<file path="src/rtl/nonrestoring_divider_if.sv">
// rtl/nonrestoring_divider_if.sv - start/busy/done handshake and operand/result bundle for the divider
//
// Purpose: groups the request, operand and result signals of nonrestoring_divider.
// Signals:
//   start        request from master, sampled by the divider only in IDLE
//   dividend     numerator, WIDTH bits
//   divisor      denominator, WIDTH bits
//   busy         divider is working on an accepted operation
//   done         one-cycle pulse, results valid from this cycle on
//   quotient     registered result
//   remainder    registered result
//   div_by_zero  registered flag, updated with done
// Modports: master drives start/operands, slave (the divider) drives results.
interface nonrestoring_divider_if #(
  parameter int WIDTH = 4
);
  logic             start;
  logic [WIDTH-1:0] dividend;
  logic [WIDTH-1:0] divisor;
  logic             busy;
  logic             done;
  logic [WIDTH-1:0] quotient;
  logic [WIDTH-1:0] remainder;
  logic             div_by_zero;

  modport master (
    output start, dividend, divisor,
    input  busy, done, quotient, remainder, div_by_zero
  );

  modport slave (
    input  start, dividend, divisor,
    output busy, done, quotient, remainder, div_by_zero
  );
endinterface

</file>
<file path="src/rtl/nonrestoring_divider.sv">
// rtl/nonrestoring_divider.sv - sequential non-restoring integer divider, one add/sub step per clock
//
// Purpose: divides dividend by divisor, WIDTH add/sub steps on a WIDTH+1-bit
//   partial remainder, followed by one remainder-correction step.
// Ports:
//   clk    single clock, rising edge
//   rst_n  asynchronous active-low reset
//   bus    nonrestoring_divider_if.slave (start/dividend/divisor in,
//          busy/done/quotient/remainder/div_by_zero out)
// Parameters:
//   WIDTH  operand width, >= 2
// Configuration macro:
//   DIVIDER_SIGNED_EN  two's complement operands/results (magnitude core plus
//                      sign fix-up at DONE); undefined builds unsigned only.
module nonrestoring_divider #(
  parameter int WIDTH = 4
) (
  input  logic                  clk,
  input  logic                  rst_n,
  nonrestoring_divider_if.slave bus
);
  localparam int CW = $clog2(WIDTH + 1);

  typedef enum logic [1:0] {IDLE, RUN, FIX, DONE} state_t;

  state_t           state, state_nx;
  logic             accept;

  logic [WIDTH:0]   a_r;        // partial remainder, a_r[WIDTH] is its sign
  logic [WIDTH-1:0] q_r;        // dividend shifting out / quotient shifting in
  logic [WIDTH-1:0] d_r;
  logic [CW-1:0]    cnt_r;
  logic             dz_r;

  logic             busy_r, done_r, div_by_zero_r;
  logic [WIDTH-1:0] quotient_r, remainder_r;

  logic [WIDTH:0]   d_ext, shifted, a_step, a_fix;
  logic [WIDTH-1:0] q_cap, q_res, r_res;

`ifdef DIVIDER_SIGNED_EN
  logic sign_n_r, sign_d_r;
  logic [WIDTH-1:0] mag_n, mag_d;
  // Magnitude of the most-negative value is 2^(WIDTH-1), which still fits
  // unsigned in WIDTH bits, so the unsigned core handles it unchanged.
  assign mag_n = bus.dividend[WIDTH-1] ? -bus.dividend : bus.dividend;
  assign mag_d = bus.divisor[WIDTH-1]  ? -bus.divisor  : bus.divisor;
`endif

  // Next-state and accept decode.
  always_comb begin
    state_nx = state;
    accept   = 1'b0;
    unique case (state)
      IDLE: begin
        if (bus.start) begin
          accept   = 1'b1;
          state_nx = (bus.divisor == '0) ? DONE : RUN;
        end
      end
      RUN:     if (cnt_r == CW'(1)) state_nx = FIX;
      FIX:     state_nx = DONE;
      DONE:    state_nx = IDLE;
      default: state_nx = IDLE;
    endcase
  end

  always_ff @(posedge clk or negedge rst_n) begin
    if (!rst_n) state <= IDLE;
    else        state <= state_nx;
  end

  // One non-restoring step: shift {A,Q} left, then subtract D while A is
  // non-negative, add it back while A is negative.
  assign d_ext   = {1'b0, d_r};
  assign shifted = {a_r[WIDTH-1:0], q_r[WIDTH-1]};
  assign a_step  = a_r[WIDTH] ? (shifted + d_ext) : (shifted - d_ext);
  assign a_fix   = a_r + d_ext;

  // On divide-by-zero Q keeps the raw dividend so it can be reported as the
  // remainder without extra storage.
`ifdef DIVIDER_SIGNED_EN
  assign q_cap = (bus.divisor == '0) ? bus.dividend : mag_n;
  assign q_res = dz_r ? '1   : ((sign_n_r ^ sign_d_r) ? -q_r : q_r);
  assign r_res = dz_r ? q_r  : (sign_n_r ? -a_r[WIDTH-1:0] : a_r[WIDTH-1:0]);
`else
  assign q_cap = bus.dividend;
  assign q_res = dz_r ? '1  : q_r;
  assign r_res = dz_r ? q_r : a_r[WIDTH-1:0];
`endif

  // Datapath and registered outputs.
  always_ff @(posedge clk or negedge rst_n) begin
    if (!rst_n) begin
      a_r           <= '0;
      q_r           <= '0;
      d_r           <= '0;
      cnt_r         <= '0;
      dz_r          <= 1'b0;
      busy_r        <= 1'b0;
      done_r        <= 1'b0;
      quotient_r    <= '0;
      remainder_r   <= '0;
      div_by_zero_r <= 1'b0;
`ifdef DIVIDER_SIGNED_EN
      sign_n_r      <= 1'b0;
      sign_d_r      <= 1'b0;
`endif
    end else begin
      done_r <= 1'b0;
      unique case (state)
        IDLE: begin
          if (accept) begin
            a_r    <= '0;
            q_r    <= q_cap;
`ifdef DIVIDER_SIGNED_EN
            d_r      <= mag_d;
            sign_n_r <= bus.dividend[WIDTH-1];
            sign_d_r <= bus.divisor[WIDTH-1];
`else
            d_r    <= bus.divisor;
`endif
            cnt_r  <= CW'(WIDTH);
            dz_r   <= (bus.divisor == '0);
            busy_r <= 1'b1;
          end
        end
        RUN: begin
          a_r   <= a_step;
          q_r   <= {q_r[WIDTH-2:0], ~a_step[WIDTH]};
          cnt_r <= cnt_r - CW'(1);
        end
        FIX: begin
          if (a_r[WIDTH]) a_r <= a_fix;
        end
        DONE: begin
          quotient_r    <= q_res;
          remainder_r   <= r_res;
          div_by_zero_r <= dz_r;
          done_r        <= 1'b1;
          busy_r        <= 1'b0;
        end
        default: ;
      endcase
    end
  end

  assign bus.busy        = busy_r;
  assign bus.done        = done_r;
  assign bus.quotient    = quotient_r;
  assign bus.remainder   = remainder_r;
  assign bus.div_by_zero = div_by_zero_r;
endmodule
</file>
<file path="src/flat_wrapper.sv">
// flat-port wrapper written by rule: the top's interface ports become plain ports
module nonrestoring_divider_flat 
#(
  parameter int WIDTH = 4
)
  (clk, rst_n, bus_start, bus_dividend, bus_divisor, bus_busy, bus_done, bus_quotient, bus_remainder, bus_div_by_zero);
  nonrestoring_divider_if #(.WIDTH(WIDTH)) bus_i ();
  input  logic clk;
  input  logic rst_n;
  input wire logic [$bits(bus_i.start)-1:0] bus_start;
  input wire logic [$bits(bus_i.dividend)-1:0] bus_dividend;
  input wire logic [$bits(bus_i.divisor)-1:0] bus_divisor;
  output wire logic [$bits(bus_i.busy)-1:0] bus_busy;
  output wire logic [$bits(bus_i.done)-1:0] bus_done;
  output wire logic [$bits(bus_i.quotient)-1:0] bus_quotient;
  output wire logic [$bits(bus_i.remainder)-1:0] bus_remainder;
  output wire logic [$bits(bus_i.div_by_zero)-1:0] bus_div_by_zero;
  assign bus_i.start = bus_start;
  assign bus_i.dividend = bus_dividend;
  assign bus_i.divisor = bus_divisor;
  assign bus_busy = bus_i.busy;
  assign bus_done = bus_i.done;
  assign bus_quotient = bus_i.quotient;
  assign bus_remainder = bus_i.remainder;
  assign bus_div_by_zero = bus_i.div_by_zero;
  nonrestoring_divider #(.WIDTH(WIDTH)) u_core (.clk(clk), .rst_n(rst_n), .bus(bus_i));
endmodule
</file>
<file path="config.mk">
export PLATFORM = sky130hd
export DESIGN_NAME = nonrestoring_divider_flat
export DESIGN_NICKNAME = d
export VERILOG_FILES = /design/src/rtl/nonrestoring_divider_if.sv /design/src/rtl/nonrestoring_divider.sv /design/src/flat_wrapper.sv
export SDC_FILE = /design/constraint.sdc
export NUM_CORES = 1
export LEC_CHECK = 0
export BUFFER_PORTS_ARGS = -buffer_cell sky130_fd_sc_hd__buf_2
export CAP_MARGIN = 20
export CORE_MARGIN = 4
export CORE_UTILIZATION = 50
export CTS_CLUSTER_DIAMETER = 60
export DETAILED_ROUTE_END_ITERATION = 12
export PLACE_DENSITY = 0.76
export REMOVE_ABC_BUFFERS = 1
export SYNTH_ARGS = -nofsm -noshare
export SYNTH_HDL_FRONTEND = slang
export SYNTH_SLANG_ARGS = --single-unit
</file>
<file path="constraint.sdc">
create_clock -name clk -period 3 [get_ports clk]
set_clock_uncertainty 0.2 [all_clocks]
set_input_delay 0.15 -clock clk [delete_from_list [all_inputs] [get_ports clk]]
set_output_delay 0.15 -clock clk [all_outputs]
set_load 0.005 [all_outputs]
</file>
==> flow_metrics.py, run 1 <==
metrics = {
    "setup_path": {
        "r2r_end": "u_core.a_r[4]",
        "reg2reg_depth": 10,
        "reg2reg_from": "u_core.d_r[1]",
        "endpoint_kind": "register",
        "required_ps": 3060,
        "critPathLaunchType": "register",
        "r2r_setup_slack_ps": 550,
        "crit_path_max_fanout": 5,
        "crit_type": "reg -> reg",
        "crit_arrival_ps": 2510,
    },
    "worst_hold_path": {
        "min_delay_path_depth": 4,
        "hp-class": "in -> reg",
        "min_from": "bus_dividend[3]",
        "hold_path_end": "u_core.q_r[3]",
    },
    "sta": {
        "finalSetupTns_ps": 0,
        "finalSetupViolCount": 0,
        "fin_crit_sh": 0.816,
        "worst_pin_slew_ps": 720,
        "rsz0062_at_grt": "false",
        "relSlewSlack": 0.520,
        "fmax_ghz": 0.409,
        "hold_violations": 0,
        "post-route-min-period_ps": 2450,
        "slew_violations": 0,
    },
    "place": {
        "dp_cells": 247,
        "port_buffers": 21,
        "place.gp.congestion": 0.823,
        "dpl.hpwl_mm": 2.66,
    },
    "finish": {
        "antennaDiodeCount": 0,
        "final_layout_size_suffix_gt1_frac": 0.180,
        "stdcell_count": 263,
        "nNetsFinal": 244,
        "final_core_util": 0.604,
        "final_common_cell": "dfrtp_1",
        "fill_cells": 279,
        "area_growth_pct": 15.8,
        "final_cell_mix": "dfrtp_1, buf_2, nor2_1",
    },
    "die": {
        "ioPinCount": 22,
        "die_height_um": 67.5,
        "dieArea_mm2": 0.00455,
        "rows": 21,
        "core-area_mm2": 0.00339,
        "start_util": 0.522,
        "die_x_um": 67.5,
    },
    "synth": {
        "ys_seq_area_frac": 0.424,
        "syn_inst": 187,
        "ys_seq_elements": 30,
        "ys.warnings.count": 0,
        "synth.distinct_cells": 37,
        "netlist_area_mm2": 0.00177,
        "syn_avg_cell_area_um2": 9.46,
    },
    "cts": {
        "cts.sinks": 30,
        "cts_root_buf": "clkbuf_4",
        "path_clk_slew_ps": 100,
        "cts.path.max_buffers": 2,
        "cts_setup_buffers": 0,
        "insertion_delay_ps": 330,
        "htree_num_levels": 2,
        "cts_tree": "built",
        "cts_buffers": 5,
    },
    "route": {
        "route.met3.wl_um": 176,
        "top_layer": "met4",
        "vias": 1421,
        "met1_length_mm": 1.73,
        "detail-route-antenna-nets": 0,
        "drt-initial-drc-count": 62,
        "wl_per_cell_um": 13.9,
        "drt-total-wl_mm": 3.67,
        "dr.pass1.iters": 4,
        "viasPerCell": 5.40,
        "drc": 0,
        "met2_length_mm": 1.72,
    },
    "grt": {
        "grt_max_degree": 31,
        "grt_pass1_wl_mm": 6.26,
        "grt_pass1_vias": 1413,
        "overflow": 0,
        "grt.total_usage": 0.186,
        "antenna_found_initial": 0,
    },
    "power": {
        "power.density_mw_per_mm2": 1090,
        "ir_drop_uv": 587,
        "power_leakage_uw": 0.000938,
    },
    "outcome": {
        "run_status": "complete, no violations",
    },
    "run": {
        "cap_violations": 0,
    },
}
## through the flow
stage               area [um2]  hold WS, ps  power, uW  setup slack [ps]
finish                    2050         24.8       2240               553
global route              2050         63.3       2460               418
floorplan                 1740         -346       1630               738
global placement          1900         21.9       1930               661
detailed placement        1900         17.2       1960               566
CTS                       2050         18.4       2240               548
## logic make-up (layout without fill, tap and decap cells)
| logic type | count (synthesis) | in the layout | synth area share |
|---|---|---|---|
| fa+ha+maj | 17 | 17 | 0.129 |
| buf+inv | 23 | 53 | 0.0495 |
| xor+xnor | 6 | 6 | 0.0297 |
| mux | 11 | 11 | 0.0672 |
| compound gates | 50 | 50 | 0.170 |
| simple gates | 50 | 50 | 0.130 |
| flops | 30 | 30 | 0.424 |
## worst max path at each step
stage / start / end / slack [ps] / depth (start not counted)
after floorplan: u_core.d_r[1] / u_core.a_r[4] / 740 / 10
after global placement: u_core.d_r[1] / u_core.a_r[4] / 660 / 10
after detailed placement: u_core.d_r[1] / u_core.a_r[4] / 570 / 10
after CTS: u_core.d_r[1] / u_core.a_r[4] / 550 / 10
after global routing: u_core.d_r[1] / u_core.a_r[4] / 420 / 10
final: u_core.d_r[1] / u_core.a_r[4] / 550 / 10
## registers in the layout (all words and copies together) (netlist names)
name                    count
u_core.q_r                  4
u_core.bus.quotient         4
u_core.bus.div_by_zero      1
u_core.d_r                  4
u_core.bus.busy             1
u_core.state                2
u_core.bus.remainder        4
u_core.bus.done             1
u_core.dz_r                 1
u_core.cnt_r                3
u_core.a_r                  5
## what timing repair did
action                                 in CTS  in global routing
endpoints found under the hold margin      37                  0
setup endpoints to repair                   0                  0
hold buffers                                8                  0
gates resized for setup                     0                  0
## routing by layer
metal,vias up,global-route usage
met5,-,0
met4,0,0.0861
met3,5,0.0532
met2,40,0.277
met1,666,0.249
li1,710,-
## final cells by class
cell class                      instances  area [um2]  area share
Multi-Input combinational cell        134         931       0.454
Sequential cell                        30         751       0.367
Timing Repair Buffer                   29         185      0.0904
Inverter                               16        60.1      0.0293
Tap cell                               46        57.6      0.0281
Clock buffer                            6        51.3      0.0250
Clock inverter                          2        12.5     0.00611
## synth_stat cells
cell type  instances  area (um2)
nand2b_1           2        12.5
clkbuf_1           5        18.8
nand3_1            3        15.0
o22ai_1            7        43.8
nor2_1            20        75.1
buf_2              1        5.00
buf_1              1        3.75
a22o_1             1        8.76
a211oi_2           1        12.5
mux2_2             7        78.8
a21oi_1           15        75.1
o21ai_1            2        10.0
or2_2              1        6.26
inv_1             16        60.1
nand2_1           15        56.3
ha_1              15         188
o21ai_0           14        70.1
o32a_1             1        10.0
nor2b_1            3        18.8
xnor2_1            2        17.5
a2bb2oi_1          1        8.76
nand3b_1           1        7.51
a22oi_1            1        7.51
and2_1             1        6.26
a21o_1             2        15.0
xor2_1             4        35.0
fa_1               2        40.0
or3b_1             1        8.76
dfrtp_1           30         751
a32oi_1            2        17.5
o31ai_1            1        7.51
a221oi_1           1        8.76
nor4_1             1        6.26
nor3_1             1        5.00
mux2i_1            4        40.0
a31oi_1            1        6.26
and4bb_2           1        12.5
## worst max-delay path, stage by stage (launching register included)
cell and delay (ps):
dfrtp_1 430, inv_1 100, ha_1 280, mux2_2 150
inv_1 50, fa_1 420, nand2b_1 160, a21oi_1 170
xnor2_1 160, a22oi_1 110, o21ai_1 160
## power breakdown
group	leakage [uW]	total, uW	switching (uW)	internal (uW)
clock network	0.0000343	262	149	113
logic	0.000546	1210	657	558
registers	0.000358	760	176	584
(Power assumes the default switching activity.)
==> run 2, diff against run 1 <==
--- a/config.mk
+++ b/config.mk
@@ -11,7 +11,7 @@
 export CORE_UTILIZATION = 50
 export CTS_CLUSTER_DIAMETER = 60
 export DETAILED_ROUTE_END_ITERATION = 12
-export PLACE_DENSITY = 0.76
+export PLACE_DENSITY = 0.79
 export REMOVE_ABC_BUFFERS = 1
 export SYNTH_ARGS = -nofsm -noshare
 export SYNTH_HDL_FRONTEND = slang
==> constraint.sdc (replaced) <==
create_clock -name clk -period 1.97 [get_ports clk]
set_clock_uncertainty 0.2 [all_clocks]
set_input_delay 0.0985 -clock clk [delete_from_list [all_inputs] [get_ports clk]]
set_output_delay 0.0985 -clock clk [all_outputs]
set_load 0.005 [all_outputs]
==> flow_metrics.py, run 2 (same netlist as run 1, synthesis figures left out) <==
metrics = {
    "finish": {
        "final_layout_size_suffix_gt1_frac": 0.302,
        "final_common_cell": "dfrtp_1",
        "final_cell_mix": "dfrtp_1, buf_2, nor2_1",
        "nNetsFinal": 262,
        "antennaDiodeCount": 0,
        "regMostFlops": "u_core.a_r",
        "regArea_um2": 751,
        "area_growth_pct": 28.1,
        "largest_reg_flops": 5,
        "design_area_mm2": 0.00227,
        "fill_cells": 249,
        "multi_input_area_mm2": 0.00101,
        "stdcell_count": 281,
    },
    "sta": {
        "fin_crit_sh": 1.11,
        "relSlewSlack": 0.554,
        "fmax_ghz": 0.458,
        "finalSetupTns_ps": -696,
        "post-route-min-period_ps": 2180,
        "worst_pin_slew_ps": 669,
        "finalWorstSetupSlack_ps": -214,
        "finalSetupViolCount": 5,
        "rsz0062_at_grt": "true",
        "hold_violations": 0,
        "slew_violations": 0,
    },
    "cts": {
        "cts_buffers": 5,
        "path_clk_slew_ps": 100,
        "cts_tree": "built",
        "cts.path.max_buffers": 2,
        "cts.sinks": 30,
        "insertion_delay_ps": 330,
        "htree_num_levels": 2,
        "cts_root_buf": "clkbuf_4",
    },
    "route": {
        "dr.pass1.iters": 4,
        "wl_per_cell_um": 14.8,
        "drc": 0,
        "viasPerCell": 5.31,
        "drt-initial-drc-count": 102,
        "vias": 1491,
        "drt-total-wl_mm": 4.16,
        "detail-route-antenna-nets": 0,
    },
    "power": {
        "intPower_uw": 2330,
        "power_leakage_uw": 0.00104,
        "p_seq_frac": 0.278,
        "ir_drop_uv": 1050,
        "power_frac_clock": 0.094,
        "combPwrFrac": 0.628,
        "p_sw_frac": 0.425,
        "p_switching_uw": 1720,
        "fin_total_pwr_uw": 4050,
        "power.density_mw_per_mm2": 1790,
    },
    "die": {
        "start_util": 0.522,
        "dieArea_mm2": 0.00455,
        "rows": 21,
        "core-area_mm2": 0.00339,
        "die_x_um": 67.5,
        "die_height_um": 67.5,
        "ioPinCount": 22,
    },
    "setup_path": {
        "crit_arrival_ps": 2200,
        "crit_path_max_fanout": 2,
        "path_common_cell": "inv_2",
        "max_stage_delay_ps": 380,
        "crit_type": "reg -> reg",
        "cp-startpoint": "u_core.d_r[0]",
        "crit_chain": "inv_2 > ha_4 > mux2_4 > inv_2 > fa_2 > nand2b_4 > a21oi_4 > xnor2_2 > a22oi_1 > o21ai_1",
        "critPathLaunchType": "register",
        "required_ps": 1990,
        "reg2reg_from": "u_core.d_r[0]",
        "endpoint_kind": "register",
        "slowest_stage": "dfrtp_1",
    },
    "grt": {
        "overflow": 0,
        "grt.total_usage": 0.209,
        "grt_pass1_wl_mm": 6.93,
        "grt_pass1_vias": 1467,
        "antenna_found_initial": 0,
        "grt_max_degree": 31,
    },
    "worst_hold_path": {
        "min_from": "bus_dividend[0]",
        "hp-class": "in -> reg",
    },
    "place": {
        "dpl.hpwl_mm": 3.01,
        "place.gp.congestion": 0.911,
        "place_area_mm2": 0.00202,
        "dp_cells": 262,
        "dp_slack_ps": -331,
        "port_buffers": 21,
    },
    "outcome": {
        "violations": "setup timing",
        "run_status": "complete, but fails checks",
    },
    "run": {
        "cap_violations": 0,
    },
}
run 2: area by class of cell:
cell class,instances,area share
timing repair buffer,47,0.142
clock inverter,1,0.00221
inverter,16,0.0265
clock buffer,7,0.0243
sequential,30,0.331
multi-input combinational,134,0.448
tap,46,0.0254
run 2: repair_timing:
action | CTS | global route
pin swaps | 11 | 12
endpoints found under the setup margin | 5 | 6
endpoints found under the hold margin | 40 | 0
hold buffers | 9 | 0
setup buffers | 1 | 1
gates resized for setup | 13 | 8
run 2: worst max-delay path: cells and delay by family (launching register included):
kind                     cells  cell delay, ps
AO/OA/AOI/OAI                3             400
XOR/XNOR                     1              80
flip-flops                   1             380
multiplexers                 1             160
adder cells (fa/ha/maj)      2             580
buffers and inverters        2             100
AND/OR/NAND/NOR              1             150
run 2: power by group through the flow:
stage | logic [uW] | registers [uW] | clock network, uW
finish | 2540 | 1120 | 382
global placement | 2080 | 1110 | 0
global route | 2840 | 1160 | 421
floorplan | 1370 | 1110 | 0
CTS | 2390 | 1120 | 394
detailed placement | 2160 | 1130 | 0
run 2: final timing paths:
| path | end | slack [ps] | depth (start not counted) |
|---|---|---|---|
| setup reg to reg | u_core.a_r[4] | -210 | 10 |
| hold reg to reg | u_core.cnt_r[1] | 300 | 2 |
| max in group asynchronous | u_core.bus.quotient[1] | 1000 | 2 |
| min in group asynchronous | u_core.a_r[3] | 140 | 2 |
| hold / removal | u_core.q_r[0] | 30 | 4 |
| setup / recovery | u_core.a_r[4] | -210 | 10 |
run 2: per-layer routing:
layer | wire, um | GRT usage | vias to the layer above
met4 | 65 | 0.0557 | 0
met5 | 0 | 0 | -
met2 | 2070 | 0.349 | 42
li1 | - | - | 746
met3 | 218 | 0.0516 | 10
met1 | 1800 | 0.269 | 693
run 2: through the flow:
stage	util	hold slack [ps]
CTS	0.655	25.1
floorplan	-	-397
global placement	0.595	-19.5
global route	0.669	87.4
finish	0.669	28.8
detailed placement	0.595	-28.1
==> run 3, diff against run 2 <==
--- a/config.mk
+++ b/config.mk
@@ -5,7 +5,7 @@
 export SDC_FILE = /design/constraint.sdc
 export NUM_CORES = 1
 export LEC_CHECK = 0
-export BUFFER_PORTS_ARGS = -buffer_cell sky130_fd_sc_hd__buf_2
+export BUFFER_PORTS_ARGS = -buffer_cell sky130_fd_sc_hd__buf_4
 export CAP_MARGIN = 20
 export CORE_MARGIN = 4
 export CORE_UTILIZATION = 50
==> flow_metrics.py, run 3 (same netlist as run 1, synthesis figures left out) <==
metrics = {
    "outcome": {
        "run_status": "complete, but fails checks",
        "violations": "setup timing",
    },
    "sta": {
        "finalSetupViolCount": 5,
        "whs_ps": 10.5,
        "relSlewSlack": 0.709,
        "hold_violations": 0,
        "fmax_ghz": 0.462,
        "finalSetupTns_ps": -732,
        "rsz0062_at_grt": "true",
        "finalWorstSetupSlack_ps": -195,
        "post-route-min-period_ps": 2170,
        "fin_crit_sh": 1.10,
        "slew_violations": 0,
        "worst_pin_slew_ps": 433,
    },
    "grt": {
        "grt_pass1_vias": 1498,
        "grt.total_usage": 0.216,
        "overflow": 0,
        "antenna_found_initial": 0,
        "grt_pass1_wl_mm": 7.13,
        "grt_max_degree": 31,
    },
    "setup_path": {
        "path_buf_inv": 2,
        "reg2reg_from": "u_core.d_r[0]",
        "r2r_end": "u_core.a_r[4]",
        "crit_path_max_fanout": 2,
        "crit_arrival_ps": 2200,
        "reg2reg_depth": 10,
        "endpoint_kind": "register",
        "path_common_cell": "inv_2",
        "crit_chain": "inv_2 > ha_4 > mux2_4 > inv_2 > fa_2 > nand2b_4 > a21oi_4 > xnor2_2 > a22oi_2 > o21ai_1",
        "max_stage_delay_ps": 380,
        "required_ps": 2010,
        "crit_type": "reg -> reg",
        "r2r_setup_slack_ps": -200,
        "slowest_stage": "dfrtp_1",
        "critPathLaunchType": "register",
        "path_delay_family": "adder cells",
    },
    "die": {
        "dieArea_mm2": 0.00455,
        "core-area_mm2": 0.00339,
        "ioPinCount": 22,
        "die_height_um": 67.5,
        "die_x_um": 67.5,
        "rows": 21,
        "start_util": 0.522,
    },
    "place": {
        "port_buffers": 21,
        "place.gp.congestion": 0.917,
        "dpl.hpwl_mm": 2.89,
        "dp_cells": 263,
        "dp_slack_ps": -314,
    },
    "finish": {
        "area_growth_pct": 33.4,
        "final_core_util": 0.696,
        "final_common_cell": "buf_4",
        "nNetsFinal": 265,
        "regMostFlops": "u_core.a_r",
        "antennaDiodeCount": 0,
        "largest_reg_flops": 5,
        "final_layout_size_suffix_gt1_frac": 0.315,
        "fill_cells": 255,
        "stdcell_count": 284,
        "final_cell_mix": "buf_4, dfrtp_1, nor2_1",
    },
    "power": {
        "power_leakage_uw": 0.00108,
        "ir_drop_uv": 1020,
        "power.density_mw_per_mm2": 1810,
    },
    "route": {
        "drc": 0,
        "detail-route-antenna-nets": 0,
        "wl_per_cell_um": 15.7,
        "vias": 1552,
        "drt-initial-drc-count": 58,
        "drt-total-wl_mm": 4.45,
        "dr.pass1.iters": 4,
        "viasPerCell": 5.46,
    },
    "cts": {
        "cts_buffers": 5,
        "cts_root_buf": "clkbuf_4",
        "cts.path.max_buffers": 2,
        "cts.sinks": 30,
        "insertion_delay_ps": 350,
        "path_clk_slew_ps": 100,
        "cts_tree": "built",
        "htree_num_levels": 2,
    },
    "run": {
        "cap_violations": 0,
    },
    "worst_hold_path": {
        "hp-class": "in -> async",
    },
}
==> run 3: cell type report <==
type                            count  area [um2]  area share
Multi-Input combinational cell    134        1030       0.435
Sequential cell                    30         751       0.318
Timing Repair Buffer               50         400       0.170
Inverter                           16        60.1      0.0255
Tap cell                           46        57.6      0.0244
Clock buffer                        6        51.3      0.0217
Clock inverter                      2        12.5     0.00530
==> run 3: how the worst max path moves through the flow <==
stage | startpoint | endpoint | slack [ps] | cells after the start
6_report | u_core.d_r[0] | u_core.a_r[4] | -200 | 10
2_1_floorplan | u_core.d_r[1] | u_core.a_r[4] | -290 | 10
3_3_place_gp | u_core.d_r[1] | u_core.a_r[4] | -240 | 10
3_5_place_dp | u_core.d_r[1] | u_core.a_r[4] | -310 | 10
4_1_cts | u_core.d_r[1] | u_core.a_r[4] | -180 | 10
5_1_grt | u_core.d_r[1] | u_core.a_r[4] | -270 | 10
==> run 3: report_power, final <==
group          internal [uW]  switching, uW  leakage, uW  total (uW)
logic                   1370           1360     0.000689        2730
clock network            171            233    0.0000343         404
registers                889            240     0.000358        1130
==> run 3: per-stage QoR <==
| step | total power [uW] | cell area, um2 |
|---|---|---|
| 6_report | 4270 | 2360 |
| 5_1_grt | 4600 | 2360 |
| 4_1_cts | 3950 | 2300 |
| 3_5_place_dp | 3340 | 2080 |
| 3_3_place_gp | 3260 | 2080 |
| 2_1_floorplan | 2480 | 1740 |
==> run 3: repair_timing <==
action | 4_1_cts | 5_1_grt
hold buffers | 10 | 0
setup endpoints to repair | 5 | 7
hold endpoints to repair | 41 | 0
pin swaps | 11 | 8
resized for setup | 14 | 8
cloned | 0 | 0
buffers inserted | 3 | 0
==> run 3: worst reg2reg max path: stages, from the launching register on <==
cell	delay, ps
dfrtp_1	380
inv_2	50
ha_4	250
mux2_4	160
inv_2	40
fa_2	330
nand2b_4	160
a21oi_4	150
xnor2_2	100
a22oi_2	160
o21ai_1	70
==> run 3: routing by layer <==
layer	routed length [um]	up-vias	track usage
li1	-	748	-
met1	1880	743	0.283
met2	2230	49	0.328
met3	214	12	0.0416
met4	116	0	0.129
met5	0	-	0
